==> src/rtl/skolem_sweep_if.sv <==
// Host/Skolem-side bundle for the sweep controller: host control, status,
// and the vector path to and from the Skolem datapath under test.
interface skolem_sweep_if #(
    parameter int N_IN  = 5,
    parameter int N_OUT = 2
);
    logic              start;
    logic              abort;
    logic [N_IN-1:0]   skf_in;
    logic [N_OUT-1:0]  skf_out;
    logic              busy;
    logic              done;
    logic              pass;
    logic [N_IN:0]     fail_count;
    logic              first_fail_valid;
    logic [N_IN-1:0]   first_fail_vec;

    modport master (
        output start, abort, skf_out,
        input  skf_in, busy, done, pass, fail_count, first_fail_valid, first_fail_vec
    );

    modport slave (
        input  start, abort, skf_out,
        output skf_in, busy, done, pass, fail_count, first_fail_valid, first_fail_vec
    );
endinterface

==> src/rtl/skolem_sweep_ctrl.sv <==
// Exhaustive sweep sequencer for an xor_N_M Skolem datapath: walks every input
// vector, waits SETTLE cycles, and checks parity(outputs) == parity(inputs).
//
// state | meaning
// IDLE  | waiting for start; results of the last sweep are held
// WAIT  | current vector applied, counting down the settle time
// CHECK | sampling skf_out against the parity relation for the current vector
// DONE  | one-cycle completion pulse, pass is valid
module skolem_sweep_ctrl #(
    parameter int N_IN   = 5,
    parameter int N_OUT  = 2,
    parameter int SETTLE = 1
) (
    input logic          clk,
    input logic          rst,
    skolem_sweep_if.slave bus
);
    localparam logic [1:0] ST_IDLE  = 2'd0;
    localparam logic [1:0] ST_WAIT  = 2'd1;
    localparam logic [1:0] ST_CHECK = 2'd2;
    localparam logic [1:0] ST_DONE  = 2'd3;

    // With no settle time the vector is checked in the cycle it is applied.
    localparam logic [1:0]      ST_ENTRY   = (SETTLE == 0) ? ST_CHECK : ST_WAIT;
    localparam logic [3:0]      SETTLE_CNT = 4'(SETTLE);
    localparam logic [N_IN-1:0] LAST_VEC   = '1;

    logic [1:0]      state;
    logic [3:0]      wait_cnt;
    logic [N_IN-1:0] vec;
    logic [N_IN:0]   fcnt;
    logic            ffv;
    logic [N_IN-1:0] ffvec;
    logic            pass_r;

    logic            vec_fail;
    logic [N_IN:0]   fcnt_upd;

    assign vec_fail = (^vec) != (^bus.skf_out);
    assign fcnt_upd = fcnt + (N_IN+1)'(vec_fail);

    always_ff @(posedge clk) begin
        if (rst) begin
            state    <= ST_IDLE;
            wait_cnt <= 4'd0;
            vec      <= '0;
            fcnt     <= '0;
            ffv      <= 1'b0;
            ffvec    <= '0;
            pass_r   <= 1'b0;
        end else begin
            case (state)
                ST_IDLE: begin
                    if (bus.start) begin
                        vec      <= '0;
                        fcnt     <= '0;
                        ffv      <= 1'b0;
                        ffvec    <= '0;
                        pass_r   <= 1'b0;
                        wait_cnt <= SETTLE_CNT;
                        state    <= ST_ENTRY;
                    end
                end
                ST_WAIT: begin
                    if (bus.abort) begin
                        state <= ST_IDLE;
                    end else begin
                        wait_cnt <= wait_cnt - 4'd1;
                        if (wait_cnt <= 4'd1) begin
                            state <= ST_CHECK;
                        end
                    end
                end
                ST_CHECK: begin
                    // An abort discards this cycle's check entirely.
                    if (bus.abort) begin
                        state <= ST_IDLE;
                    end else begin
                        fcnt <= fcnt_upd;
                        if (vec_fail && !ffv) begin
                            ffv   <= 1'b1;
                            ffvec <= vec;
                        end
                        if (vec == LAST_VEC) begin
                            pass_r <= (fcnt_upd == '0);
                            state  <= ST_DONE;
                        end else begin
                            vec      <= vec + N_IN'(1);
                            wait_cnt <= SETTLE_CNT;
                            state    <= ST_ENTRY;
                        end
                    end
                end
                ST_DONE: begin
                    state <= ST_IDLE;
                end
                default: begin
                    state <= ST_IDLE;
                end
            endcase
        end
    end

    assign bus.skf_in           = vec;
    assign bus.busy             = (state == ST_WAIT) || (state == ST_CHECK);
    assign bus.done             = (state == ST_DONE);
    assign bus.pass             = pass_r;
    assign bus.fail_count       = fcnt;
    assign bus.first_fail_valid = ffv;
    assign bus.first_fail_vec   = ffvec;
endmodule

==> src/flat_wrapper.sv <==
// flat-port wrapper written by rule: the top's interface ports become plain ports
module skolem_sweep_ctrl_flat 
#(
    parameter int N_IN   = 5,
    parameter int N_OUT  = 2,
    parameter int SETTLE = 1
)
  (clk, rst, bus_start, bus_abort, bus_skf_out, bus_skf_in, bus_busy, bus_done, bus_pass, bus_fail_count, bus_first_fail_valid, bus_first_fail_vec);
  skolem_sweep_if #(.N_IN(N_IN), .N_OUT(N_OUT)) bus_i ();
  input logic clk;
  input logic rst;
  input wire logic [$bits(bus_i.start)-1:0] bus_start;
  input wire logic [$bits(bus_i.abort)-1:0] bus_abort;
  input wire logic [$bits(bus_i.skf_out)-1:0] bus_skf_out;
  output wire logic [$bits(bus_i.skf_in)-1:0] bus_skf_in;
  output wire logic [$bits(bus_i.busy)-1:0] bus_busy;
  output wire logic [$bits(bus_i.done)-1:0] bus_done;
  output wire logic [$bits(bus_i.pass)-1:0] bus_pass;
  output wire logic [$bits(bus_i.fail_count)-1:0] bus_fail_count;
  output wire logic [$bits(bus_i.first_fail_valid)-1:0] bus_first_fail_valid;
  output wire logic [$bits(bus_i.first_fail_vec)-1:0] bus_first_fail_vec;
  assign bus_i.start = bus_start;
  assign bus_i.abort = bus_abort;
  assign bus_i.skf_out = bus_skf_out;
  assign bus_skf_in = bus_i.skf_in;
  assign bus_busy = bus_i.busy;
  assign bus_done = bus_i.done;
  assign bus_pass = bus_i.pass;
  assign bus_fail_count = bus_i.fail_count;
  assign bus_first_fail_valid = bus_i.first_fail_valid;
  assign bus_first_fail_vec = bus_i.first_fail_vec;
  skolem_sweep_ctrl #(.N_IN(N_IN), .N_OUT(N_OUT), .SETTLE(SETTLE)) u_core (.clk(clk), .rst(rst), .bus(bus_i));
endmodule
==> config.mk <==
export PLATFORM = sky130hd
export DESIGN_NAME = skolem_sweep_ctrl_flat
export DESIGN_NICKNAME = d
export VERILOG_FILES = /design/src/rtl/skolem_sweep_if.sv /design/src/rtl/skolem_sweep_ctrl.sv /design/src/flat_wrapper.sv
export SDC_FILE = /design/constraint.sdc
export NUM_CORES = 1
export LEC_CHECK = 0
export BUFFER_PORTS_ARGS = -buffer_cell sky130_fd_sc_hd__buf_4
export CAP_MARGIN = 5
export CORE_UTILIZATION = 53
export CTS_BUF_LIST = sky130_fd_sc_hd__clkbuf_16
export CTS_CLUSTER_SIZE = 10
export DETAILED_ROUTE_END_ITERATION = 10
export PLACE_DENSITY = 0.8
export RECOVER_POWER = 25
export SLEW_MARGIN = 20
export SYNTH_ARGS = -nofsm -noshare
export SYNTH_HDL_FRONTEND = slang
export SYNTH_SLANG_ARGS = --single-unit
==> constraint.sdc <==
create_clock -name clk -period 2.9 [get_ports clk]
set_clock_uncertainty 0.1 [all_clocks]
set_input_delay 0.58 -clock clk [delete_from_list [all_inputs] [get_ports clk]]
set_output_delay 0.58 -clock clk [all_outputs]
set_load 0.02 [all_outputs]
# --- After elaboration in Yosys (flattened, before gate mapping) ---
# Cells that the tools add are included.
totals:
  in_bits: 6
  reg_bits: 24
op_classes:
  order_cmp: 1
  n_reduce_logical: 15
  muxes: 28
  n_addsub: 3
  n_eq_ne: 12
ops:
  columns: ["operator", "n"]
  rows:
  - ["$mux W5", 5]
  - ["$pmux W5 S2", 2]
  - ["$mux W4", 4]
  - ["$mux W6", 2]
  - ["$pmux W4 S3", 1]
  - ["$pmux W6 S2", 1]
  - ["$reduce_and A4 Y1", 3]
  - ["$mux W2", 5]
  - ["$ne A2 B2 Y1 const B", 4]
  - ["$pmux W2 S4", 1]
  - ["$add A6 B1 Y6", 1]
  - ["$logic_not A6 Y1", 1]
  - ["$add A5 B1 Y5 const B", 1]
  - ["$eq A5 B5 Y1 const B", 1]
  - ["$mux W1", 5]
  - ["$reduce_and A5 Y1", 1]
  - ["$reduce_xor A5 Y1", 1]
  - ["$eq A2 B2 Y1 const B", 2]
  - ["$le A4 B1 Y1 const B", 1]
  - ["$ne A2 B1 Y1 const B", 2]
  - ["$pmux W1 S2", 2]
  - ["$sub A4 B1 Y4 const B", 1]
  - ["$ne A3 B2 Y1 const B", 1]
  - ["$reduce_and A3 Y1", 1]
  - ["10 further kinds", 10]

# --- Depth between registers and ports, before layout ---
# Gate-level depths: netlist (run 1).
depth:
  ltp_word: 7
  ltp_mapped: 10

# --- Worst setup path after synthesis (run 1) ---
# Ideal clock, no wire load.
synth_timing:
  path_type: "register to register"
  from: "register u_core.vec[0] (netlist: u_core.bus.skf_in[0])"
  to: "register u_core.pass_r (netlist: u_core.bus.pass)"
  slack_ns: 0.348
  arrival_ns: 2.387
  n_path_buf: 0
  stages_incl_launch_ff: 11
  cell_sequence: "dfxtp_1 -> ha_1 -> xnor3_1 -> xnor2_2 -> ha_1 -> ha_1 -> nor2_1 -> nand3_1 -> nor4_1 -> a22oi_1 -> nor2_1"
synth_between:
  elab_chain_len: 7
synth_lines:
  columns: ["item", "line", "text"]
  rows:
  - ["from (decl)", "skolem_sweep_ctrl.sv:30", "logic [N_IN-1:0] vec;"]
  - ["from (signal assigned)", "skolem_sweep_ctrl.sv:88", "vec <= vec + N_IN'(1);"]
  - ["$reduce_xor A5 Y1", "skolem_sweep_ctrl.sv:39", "assign vec_fail = (^vec) != (^bus.skf_out);"]
  - ["$ne A1 B1 Y1", "skolem_sweep_ctrl.sv:39", null]
  - ["$add A6 B1 Y6", "skolem_sweep_ctrl.sv:40", "assign fcnt_upd = fcnt + (N_IN+1)'(vec_fail);"]
  - ["$logic_not A6 Y1", "skolem_sweep_ctrl.sv:85", "pass_r <= (fcnt_upd == '0);"]
  - ["$mux W1", "skolem_sweep_ctrl.sv:84", "if (vec == LAST_VEC) begin"]
  - ["$mux W1", "skolem_sweep_ctrl.sv:76", "if (bus.abort) begin"]
  - ["$pmux W1 S2", "skolem_sweep_ctrl.sv:52", "case (state)"]
  - ["to (signal assigned)", "skolem_sweep_ctrl.sv:85", null]
  - ["to (decl)", "skolem_sweep_ctrl.sv:34", "logic pass_r;"]
# Several ways; a longest one is shown, not always the timed one. The select of a mux whose other input is x is not followed.
# A chain may end at the register's enable or synchronous reset.

# --- Final worst setup path (run 1) ---
# Ends and elaborated chain as after synthesis.

==> impl_metrics.py, run 1 <==
metrics = {
    "status": {
        "status": "completed",
    },
    "power": {
        "peakVddDrop_uv": 331.7,
        "internal_power_mw": 0.6857,
        "seq_power_share": 0.390,
        "power_frac_comb": 0.186,
        "leakagePower_nw": 0.6872,
        "clockPowerShare": 0.424,
        "p_sw_mw": 0.2307,
        "p_per_area_nw_per_um2": 581.3,
        "p_sw_frac": 0.2517,
    },
    "grt": {
        "grt_max_degree": 21,
        "grt_pass1_wl_microns": 4816,
        "grt.overflow.total": 0,
        "grt_pass1_vias": 1081,
        "antenna_found_initial": 0,
        "track_usage": 0.2433,
    },
    "floorplan": {
        "rows": 17,
        "ioPinCount": 26,
        "initial_core_util": 0.5771,
        "dieArea_sq_um": 2657,
        "dieWidth_microns": 51.55,
        "die_h_microns": 51.55,
        "core-area_sq_um": 2255,
    },
    "synthesis": {
        "syn_inst": 146,
        "syn-num-nets": 163,
        "ys_seq_elements": 24,
        "synth_area_per_cell_sq_um": 8.913,
        "synth_compound_area_frac": 0.1683,
        "synth_area_sq_um": 1301,
        "muxShareOfSynthArea": 0.01923,
        "synth_top_family_by_area": "simple AND/OR/NAND/NOR gates",
        "synth_top_area_share": 0.3692,
        "netlist-cell-type-count": 38,
        "ys_seq_area_frac": 0.3692,
        "synth_xor_xnor_area_share": 0.09038,
        "synth_top_area_cell": "dfxtp_1",
        "synth-simple-area-share": 0.2212,
        "yosys_warnings": 0,
        "synth_area_leaders": "dfxtp_1 37%, ha_1 11%, nor2_1 6.9%, a22oi_1 4.0%, xor2_1 3.4%",
        "synth-adder-area-share": 0.1058,
    },
    "layout": {
        "fin_nets": 190,
        "synthToLayoutAreaGrowth_pct": 21.15,
        "nFillCells": 193,
        "diodes": 0,
        "fin_cells": 200,
        "seq_area_sq_um": 480.5,
        "multi_input_area_sq_um": 787.0,
        "drive_gt1_frac": 0.1395,
    },
    "sta": {
        "timing_worst_slew_pin_value_ns": 0.4790,
        "setup-violations-final": 0,
        "final-hold-violation-count": 0,
        "fin_ws_ns": 0.2663,
        "finalMaxSlewViolations": 0,
        "hold-worst-slack_ns": 0.3767,
        "period_share": 0.9082,
        "relSlewSlack": 0.6807,
        "rsz0062_at_grt": "false",
        "layout_min_cycle_time_ns": 2.634,
        "fin_tns_setup_ns": 0,
        "max_freq_mhz": 379.7,
    },
    "clock_tree": {
        "clock_latency_ns": 0.26,
        "cts_hold_buf": 0,
        "cts_tree": "yes",
        "clockBufferDepth": 2,
        "cts_buffers": 3,
        "cts_setup_buffers": 0,
        "htreeDepth": 1,
        "clk_pin_slew_ns": 0.06,
        "cts_sinks": 24,
        "cts-resized-gates": 0,
        "cts_root_buf": "clkbuf_16",
    },
    "route": {
        "routed_wl_microns": 2777,
        "drt-wirelength-per-cell_microns": 13.89,
        "drtAntennaViolNets": 0,
        "first_pass_iters": 4,
        "drt_iter0_drc": 25,
        "drc": 0,
        "vias_per_cell": 5.655,
        "vias": 1131,
    },
    "setup_path": {
        "cp.arrival_ns": 2.73,
        "crit_fanout": 6,
        "path_class": "register to register",
        "end_kind": "register",
        "worstPathRequired_ns": 3.00,
        "start_kind": "register",
        "r2r_setup_slack_ns": 0.27,
    },
    "placed_design": {
        "numPortBuffers": 25,
        "gp_congestion": 0.7948,
        "dp_hpwl_microns": 1989,
        "placed_cells": 196,
        "pre_cts_slack_ns": 0.3385,
    },
    "min_path": {
        "min_path_type": "register to register",
    },
    "run": {
        "cap_viol_max_count": 0,
    },
}
## critical path, stage by stage, from the launching register on
cell and delay [ns]:
dfxtp_1 0.43, ha_1 0.29, xnor3_1 0.38, xnor2_2 0.20, ha_1 0.20, ha_1 0.23, xnor2_1 0.14, nand3_1 0.10
nor4_1 0.30, a22oi_1 0.11, nor2_1 0.09
## cell usage in the layout (no fill, tap or decap), types with 2 or more instances in the layout
cell and n:
nor2_1 24, dfxtp_1 24, buf_4 14, ha_1 11
clkbuf_1 11, nand2_1 9, a22oi_1 7, inv_1 6
a21oi_1 6, xor2_1 5, nor2b_1 5, nand3_1 5
o21ai_0 4, xnor2_1 4, a22o_1 3, clkbuf_16 3
and2_1 2, nand2b_1 2, o21bai_1 2, nand4_1 2
nor4_1 2, a21o_1 2
## through the flow
| stage | cell area (sq um) | total power [mW] | util |
|---|---|---|---|
| floorplan | 1301 | 0.4907 | - |
| global placement | 1513 | 0.5243 | 0.6709 |
| detailed placement | 1513 | 0.5315 | 0.6709 |
| CTS | 1618 | 0.9213 | 0.7175 |
| global route | 1577 | 0.9588 | 0.6992 |
| finish | 1577 | 0.9164 | 0.6992 |
## final timing paths
kind                                 from  cells past startpoint                            to
max reg2reg          u_core.bus.skf_in[0]                     10               u_core.bus.pass
min reg2reg  u_core.bus.first_fail_vec[2]                      1  u_core.bus.first_fail_vec[2]
min          u_core.bus.first_fail_vec[2]                      1  u_core.bus.first_fail_vec[2]
max                  u_core.bus.skf_in[0]                     10               u_core.bus.pass
## Yosys cell counts (all sizes together)
library cell  number
and2               2
o21bai             2
nand2b             3
o31a               1
a22oi              7
or3                1
nor3               2
o31ai              1
nor2              24
nor2b              5
dfxtp             24
o21ai              4
a2bb2oi            1
xor2               5
nor4               2
a22o               4
or4                1
xnor3              1
nand3              5
nand4              2
a211oi             1
mux2               1
and3               1
mux2i              1
xnor2              5
a21oi              7
nand2              9
nand3b             1
ha                11
a21o               2
o2bb2ai            1
inv                6
clkbuf             3
## sequential cells by signal, summed over array words and instances, names as in the netlist
name	count
u_core.state	2
u_core.wait_cnt	4
u_core.bus.skf_in	5
u_core.bus.pass	1
u_core.bus.first_fail_valid	1
u_core.bus.fail_count	6
u_core.bus.first_fail_vec	5
## power by group through the flow
| stage | Combinational, mW | Clock, mW | Sequential (mW) |
|---|---|---|---|
| final | 0.171 | 0.388 | 0.357 |
| after global routing | 0.191 | 0.409 | 0.359 |
| after CTS | 0.170 | 0.394 | 0.357 |
| after detailed placement | 0.167 | 0 | 0.365 |
| after global placement | 0.160 | 0 | 0.364 |
| after floorplan | 0.128 | 0 | 0.363 |
## routing by layer
metal	GRT usage	up-vias	wire length, microns
met2	0.3788	21	1312
met4	0.1036	0	25
li1	-	566	-
met1	0.3327	540	1351
met5	0	-	0
met3	0.03801	4	86
## cells by family after synthesis
group,after synthesis
compound gates,31
xor+xnor,11
fa+ha+maj,11
buf+inv,9
flops,24
mux,2
simple gates,58
## layout make-up
| class | count | area share |
|---|---|---|
| Clock buffer | 3 | 0.04762 |
| Multi-Input combinational cell | 113 | 0.4992 |
| Tap cell | 28 | 0.02222 |
| Timing Repair Buffer | 25 | 0.09286 |
| Inverter | 6 | 0.01429 |
| Sequential cell | 24 | 0.3048 |
| Clock inverter | 1 | 0.01905 |
Power figures use the tool's default switching activity.
==> run 2: changes to the inputs <==
--- a/config.mk
+++ b/config.mk
@@ -5,12 +5,12 @@
 export SDC_FILE = /design/constraint.sdc
 export NUM_CORES = 1
 export LEC_CHECK = 0
-export BUFFER_PORTS_ARGS = -buffer_cell sky130_fd_sc_hd__buf_4
 export CAP_MARGIN = 5
-export CORE_UTILIZATION = 53
+export CORE_UTILIZATION = 61
 export CTS_BUF_LIST = sky130_fd_sc_hd__clkbuf_16
 export CTS_CLUSTER_SIZE = 10
 export DETAILED_ROUTE_END_ITERATION = 10
+export DONT_BUFFER_PORTS = 1
 export PLACE_DENSITY = 0.8
 export RECOVER_POWER = 25
 export SLEW_MARGIN = 20
==> impl_metrics.py, run 2 (synthesis results as in run 1) <==
metrics = {
    "placed_design": {
        "dp_hpwl_microns": 1894,
        "gp_congestion": 0.8696,
        "numPortBuffers": 0,
        "pre_cts_slack_ns": 0.3744,
    },
    "grt": {
        "grt_pass1_vias": 956,
        "track_usage": 0.2621,
        "grt.overflow.total": 0,
        "grt_pass1_wl_microns": 4077,
        "grt_max_degree": 21,
        "antenna_found_initial": 0,
    },
    "power": {
        "p_per_area_nw_per_um2": 565.2,
        "p_sw_frac": 0.2714,
        "power_frac_comb": 0.184,
        "seq_power_share": 0.444,
        "p_sw_mw": 0.2192,
        "internal_power_mw": 0.5884,
        "leakagePower_nw": 0.6065,
        "peakVddDrop_uv": 397.6,
        "clockPowerShare": 0.373,
    },
    "setup_path": {
        "crit_fanout": 5,
        "start_kind": "register",
        "r2r_cells": 9,
        "end_kind": "register",
        "cp.arrival_ns": 2.64,
        "worstPathRequired_ns": 3.00,
        "path_class": "register to register",
    },
    "min_path": {
        "min_path_type": "primary input to register",
        "min_delay_path_depth": 1,
    },
    "floorplan": {
        "die_h_microns": 48.19,
        "ioPinCount": 26,
        "dieWidth_microns": 48.19,
        "rows": 16,
        "dieArea_sq_um": 2322,
        "core-area_sq_um": 1982,
        "initial_core_util": 0.6566,
    },
    "sta": {
        "final-hold-violation-count": 0,
        "timing_worst_slew_pin_value_ns": 0.4525,
        "setup-violations-final": 0,
        "rsz0062_at_grt": "false",
        "layout_min_cycle_time_ns": 2.541,
        "period_share": 0.8764,
        "max_freq_mhz": 393.5,
        "hold-worst-slack_ns": 0.2719,
        "relSlewSlack": 0.6983,
        "finalMaxSlewViolations": 0,
        "fin_tns_setup_ns": 0,
        "fin_ws_ns": 0.3585,
    },
    "clock_tree": {
        "cts-resized-gates": 0,
        "clockBufferDepth": 2,
        "cts_hold_buf": 0,
        "cts_sinks": 24,
        "cts_buffers": 3,
        "clock_latency_ns": 0.26,
        "clk_pin_slew_ns": 0.06,
        "htreeDepth": 1,
        "cts_setup_buffers": 0,
        "cts_root_buf": "clkbuf_16",
        "cts_tree": "yes",
    },
    "route": {
        "drt_iter0_drc": 30,
        "vias": 1066,
        "first_pass_iters": 6,
        "vias_per_cell": 5.989,
        "drc": 0,
        "routed_wl_microns": 2735,
        "drt-wirelength-per-cell_microns": 15.37,
        "drtAntennaViolNets": 0,
    },
    "layout": {
        "synthToLayoutAreaGrowth_pct": 9.808,
        "fin_nets": 169,
        "seq_area_sq_um": 480.5,
        "nFillCells": 156,
        "multi_input_area_sq_um": 787.0,
        "drive_gt1_frac": 0.07947,
        "final_cell_mix": "24 x nor2_1, 24 x dfxtp_1, 11 x ha_1",
        "diodes": 0,
        "largest_register_ffs": 6,
    },
    "run": {
        "cap_viol_max_count": 0,
    },
    "status": {
        "status": "completed",
    },
}
==> run 2: routing by layer <==
layer / global-route usage / part of all wire
met4: 0.1333 / 0.019
met3: 0.05926 / 0.057
met1: 0.3257 / 0.42
met2: 0.4240 / 0.50
met5: 0 / 0
==> run 2: worst max-delay path: stages, from the launching register on <==
cell and delay (ns):
dfxtp_1 0.52, xnor3_1 0.50, xnor2_2 0.16, ha_1 0.21, ha_1 0.29, nor2_1 0.12, nand3_1 0.09, nor4_1 0.29
a22oi_1 0.11, nor2_1 0.09
==> run 2: cell type report <==
type                            count  share of cell area
Sequential cell                    24              0.3363
Multi-Input combinational cell    113              0.5508
Timing Repair Buffer                4             0.01839
Tap cell                           27             0.02364
Inverter                            6             0.01576
Clock inverter                      1            0.002627
Clock buffer                        3             0.05254
==> run 2: per-stage QoR <==
| step | cells | area, sq um | utilization | total power, mW |
|---|---|---|---|---|
| 2_1_floorplan | 146 | 1301 | - | 0.4907 |
| 3_3_place_gp | 174 | 1354 | 0.6831 | 0.5089 |
| 3_5_place_dp | 174 | 1354 | 0.6831 | 0.5138 |
| 4_1_cts | 178 | 1433 | 0.7229 | 0.8132 |
| 5_1_grt | 178 | 1429 | 0.7210 | 0.8445 |
| 6_report | 178 | 1429 | 0.7210 | 0.8076 |
==> run 2: worst paths after layout <==
path	startpoint	to	slack, ns
max	u_core.bus.skf_in[4]	u_core.bus.pass	0.36
min	rst	u_core.bus.first_fail_vec[3]	0.27
max reg2reg	u_core.bus.skf_in[4]	u_core.bus.pass	0.36
min reg2reg	u_core.state[1]	u_core.state[1]	0.42
==> run 2: power groups by stage <==
| stage | registers [mW] | logic (mW) | clock network (mW) |
|---|---|---|---|
| detailed placement | 0.366 | 0.148 | 0 |
| finish | 0.358 | 0.148 | 0.301 |
| floorplan | 0.363 | 0.128 | 0 |
| CTS | 0.359 | 0.149 | 0.305 |
| global placement | 0.364 | 0.145 | 0 |
| global route | 0.360 | 0.166 | 0.318 |
==> run 3: changes to the inputs <==
--- a/config.mk
+++ b/config.mk
@@ -6,12 +6,12 @@
 export NUM_CORES = 1
 export LEC_CHECK = 0
 export CAP_MARGIN = 5
-export CORE_UTILIZATION = 61
+export CORE_UTILIZATION = 40
 export CTS_BUF_LIST = sky130_fd_sc_hd__clkbuf_16
 export CTS_CLUSTER_SIZE = 10
 export DETAILED_ROUTE_END_ITERATION = 10
 export DONT_BUFFER_PORTS = 1
-export PLACE_DENSITY = 0.8
+export PLACE_DENSITY = 0.57
 export RECOVER_POWER = 25
 export SLEW_MARGIN = 20
 export SYNTH_ARGS = -nofsm -noshare
==> impl_metrics.py, run 3 (synthesis results as in run 1) <==
metrics = {
    "placed_design": {
        "numPortBuffers": 0,
        "dpl-instance-area_sq_um": 1383,
        "placed_cells": 192,
        "gp_congestion": 0.7817,
        "dp_hpwl_microns": 2058,
        "pre_cts_slack_ns": 0.4038,
    },
    "sta": {
        "max_freq_mhz": 398.2,
        "period_share": 0.8661,
        "final-hold-violation-count": 0,
        "timing_worst_slew_pin_value_ns": 0.4957,
        "relSlewSlack": 0.6695,
        "setup-violations-final": 0,
        "finalMaxSlewViolations": 0,
        "rsz0062_at_grt": "false",
        "fin_ws_ns": 0.3884,
        "layout_min_cycle_time_ns": 2.512,
        "fin_tns_setup_ns": 0,
    },
    "layout": {
        "fin_nets": 170,
        "drive_gt1_frac": 0.08553,
        "synthToLayoutAreaGrowth_pct": 13.75,
        "nFillCells": 318,
        "final_cell_mix": "24 x nor2_1, 24 x dfxtp_1, 11 x ha_1",
        "diodes": 0,
        "largest_register_ffs": 6,
        "post-route-util": 0.4809,
        "fin_cells": 196,
        "fin_area_sq_um": 1480,
    },
    "clock_tree": {
        "cts_hold_buf": 0,
        "clockBufferDepth": 2,
        "cts_sinks": 24,
        "cts_root_buf": "clkbuf_16",
        "cts_buffers": 3,
        "htreeDepth": 1,
        "clock_latency_ns": 0.26,
        "cts_tree": "yes",
        "cts-resized-gates": 0,
        "cts_setup_buffers": 0,
        "clk_pin_slew_ns": 0.06,
    },
    "route": {
        "first_pass_iters": 4,
        "routed_wl_microns": 2756,
        "drc": 0,
        "drt-wirelength-per-cell_microns": 14.06,
        "drtAntennaViolNets": 0,
        "drt_iter0_drc": 24,
        "vias": 1037,
        "vias_per_cell": 5.291,
    },
    "min_path": {
        "hold_path_startpoint": "rst",
        "min_delay_path_depth": 1,
        "hold-path-endpoint": "u_core.bus.first_fail_vec[3]",
        "min_path_type": "primary input to register",
    },
    "setup_path": {
        "start_kind": "register",
        "r2r_cells": 10,
        "r2r-end": "u_core.bus.pass",
        "path_class": "register to register",
        "cp_slowest_cell": "xnor3_1",
        "r2r_start": "u_core.bus.skf_in[0]",
        "path_cells": "ha_1 > xnor3_1 > xnor2_2 > ha_1 > ha_1 > nor2_1 > nand3_1 > nor4_1 > a22oi_1 > nor2_1",
        "cpMostUsedCell": "ha_1",
        "r2r_setup_slack_ns": 0.39,
        "worstPathRequired_ns": 3.00,
        "cpPeakStageDelay_ns": 0.39,
        "crit_fanout": 2,
        "end_kind": "register",
        "cp.arrival_ns": 2.61,
    },
    "run": {
        "cap_viol_max_count": 0,
    },
    "power": {
        "clockPowerShare": 0.435,
        "p_per_area_nw_per_um2": 608.2,
        "peakVddDrop_uv": 257.4,
        "p_sw_mw": 0.2220,
        "seq_power_share": 0.397,
        "p_sw_frac": 0.2466,
        "leakagePower_nw": 0.6202,
        "internal_power_mw": 0.6783,
        "power_frac_comb": 0.167,
    },
    "grt": {
        "grt_pass1_vias": 938,
        "grt_pass1_wl_microns": 4305,
        "antenna_found_initial": 0,
        "track_usage": 0.1657,
        "grt.overflow.total": 0,
        "grt_max_degree": 21,
    },
    "floorplan": {
        "initial_core_util": 0.4228,
        "rows": 20,
        "ioPinCount": 26,
        "die_h_microns": 59.04,
        "dieArea_sq_um": 3485,
        "core-area_sq_um": 3078,
        "dieWidth_microns": 59.04,
    },
    "status": {
        "status": "completed",
    },
}
[run 3: cell count changes in the layout (fill, tap and decap cells not counted)]
cell       previous run  this run
bufinv_16             0         1
clkinv_1              1         0
clkbuf_1              1         2
[run 3: worst max-delay path by stage]
stage                    startpoint               to  slack (ns)  depth (start not counted)
6_report       u_core.bus.skf_in[0]  u_core.bus.pass        0.39                         10
5_1_grt        u_core.bus.skf_in[0]  u_core.bus.pass        0.18                         10
4_1_cts        u_core.bus.skf_in[0]  u_core.bus.pass        0.39                         10
3_5_place_dp   u_core.bus.skf_in[0]  u_core.bus.pass        0.40                         10
3_3_place_gp   u_core.bus.skf_in[0]  u_core.bus.pass        0.45                         10
2_1_floorplan  u_core.bus.skf_in[0]  u_core.bus.pass        0.35                         10
[run 3: area by class of cell]
| type | instances | area [sq um] | share of cell area |
|---|---|---|---|
| Timing Repair Buffer | 5 | 30.03 | 0.02029 |
| Inverter | 6 | 22.52 | 0.01522 |
| Multi-Input combinational cell | 113 | 787.0 | 0.5317 |
| Clock buffer | 3 | 75.07 | 0.05072 |
| Clock inverter | 1 | 30.03 | 0.02029 |
| Sequential cell | 24 | 480.5 | 0.3246 |
| Tap cell | 44 | 55.05 | 0.03719 |
[run 3: layer usage]
layer | GRT usage | wire, microns | vias to the layer above | part of all wire
li1 | - | - | 529 | -
met1 | 0.2201 | 1361 | 488 | 0.49
met2 | 0.2516 | 1245 | 16 | 0.45
met3 | 0.04585 | 120 | 4 | 0.044
met4 | 0.07143 | 28 | 0 | 0.010
met5 | 0 | 0 | - | 0
[run 3: critical path, delay by kind of cell (launching register included)]
kind	cells	cell delay (ns)
AO/OA/AOI/OAI	1	0.10
XOR/XNOR	2	0.55
adder cells (fa/ha/maj)	3	0.82
flip-flops	1	0.31
AND/OR/NAND/NOR	4	0.58
[run 3: through the flow]
stage | hold slack (ns) | total power, mW
floorplan | 0.3774 | 0.4907
global placement | 0.3926 | 0.5134
detailed placement | 0.4157 | 0.5150
CTS | 0.2731 | 0.9110
global route | 0.2707 | 0.9443
finish | 0.2785 | 0.9003
[run 3: power by group through the flow]
stage	clock (mW)	sequential (mW)	combinational, mW
2_1_floorplan	0	0.363	0.128
3_3_place_gp	0	0.365	0.149
3_5_place_dp	0	0.365	0.150
4_1_cts	0.402	0.358	0.151
5_1_grt	0.416	0.360	0.168
6_report	0.392	0.358	0.151
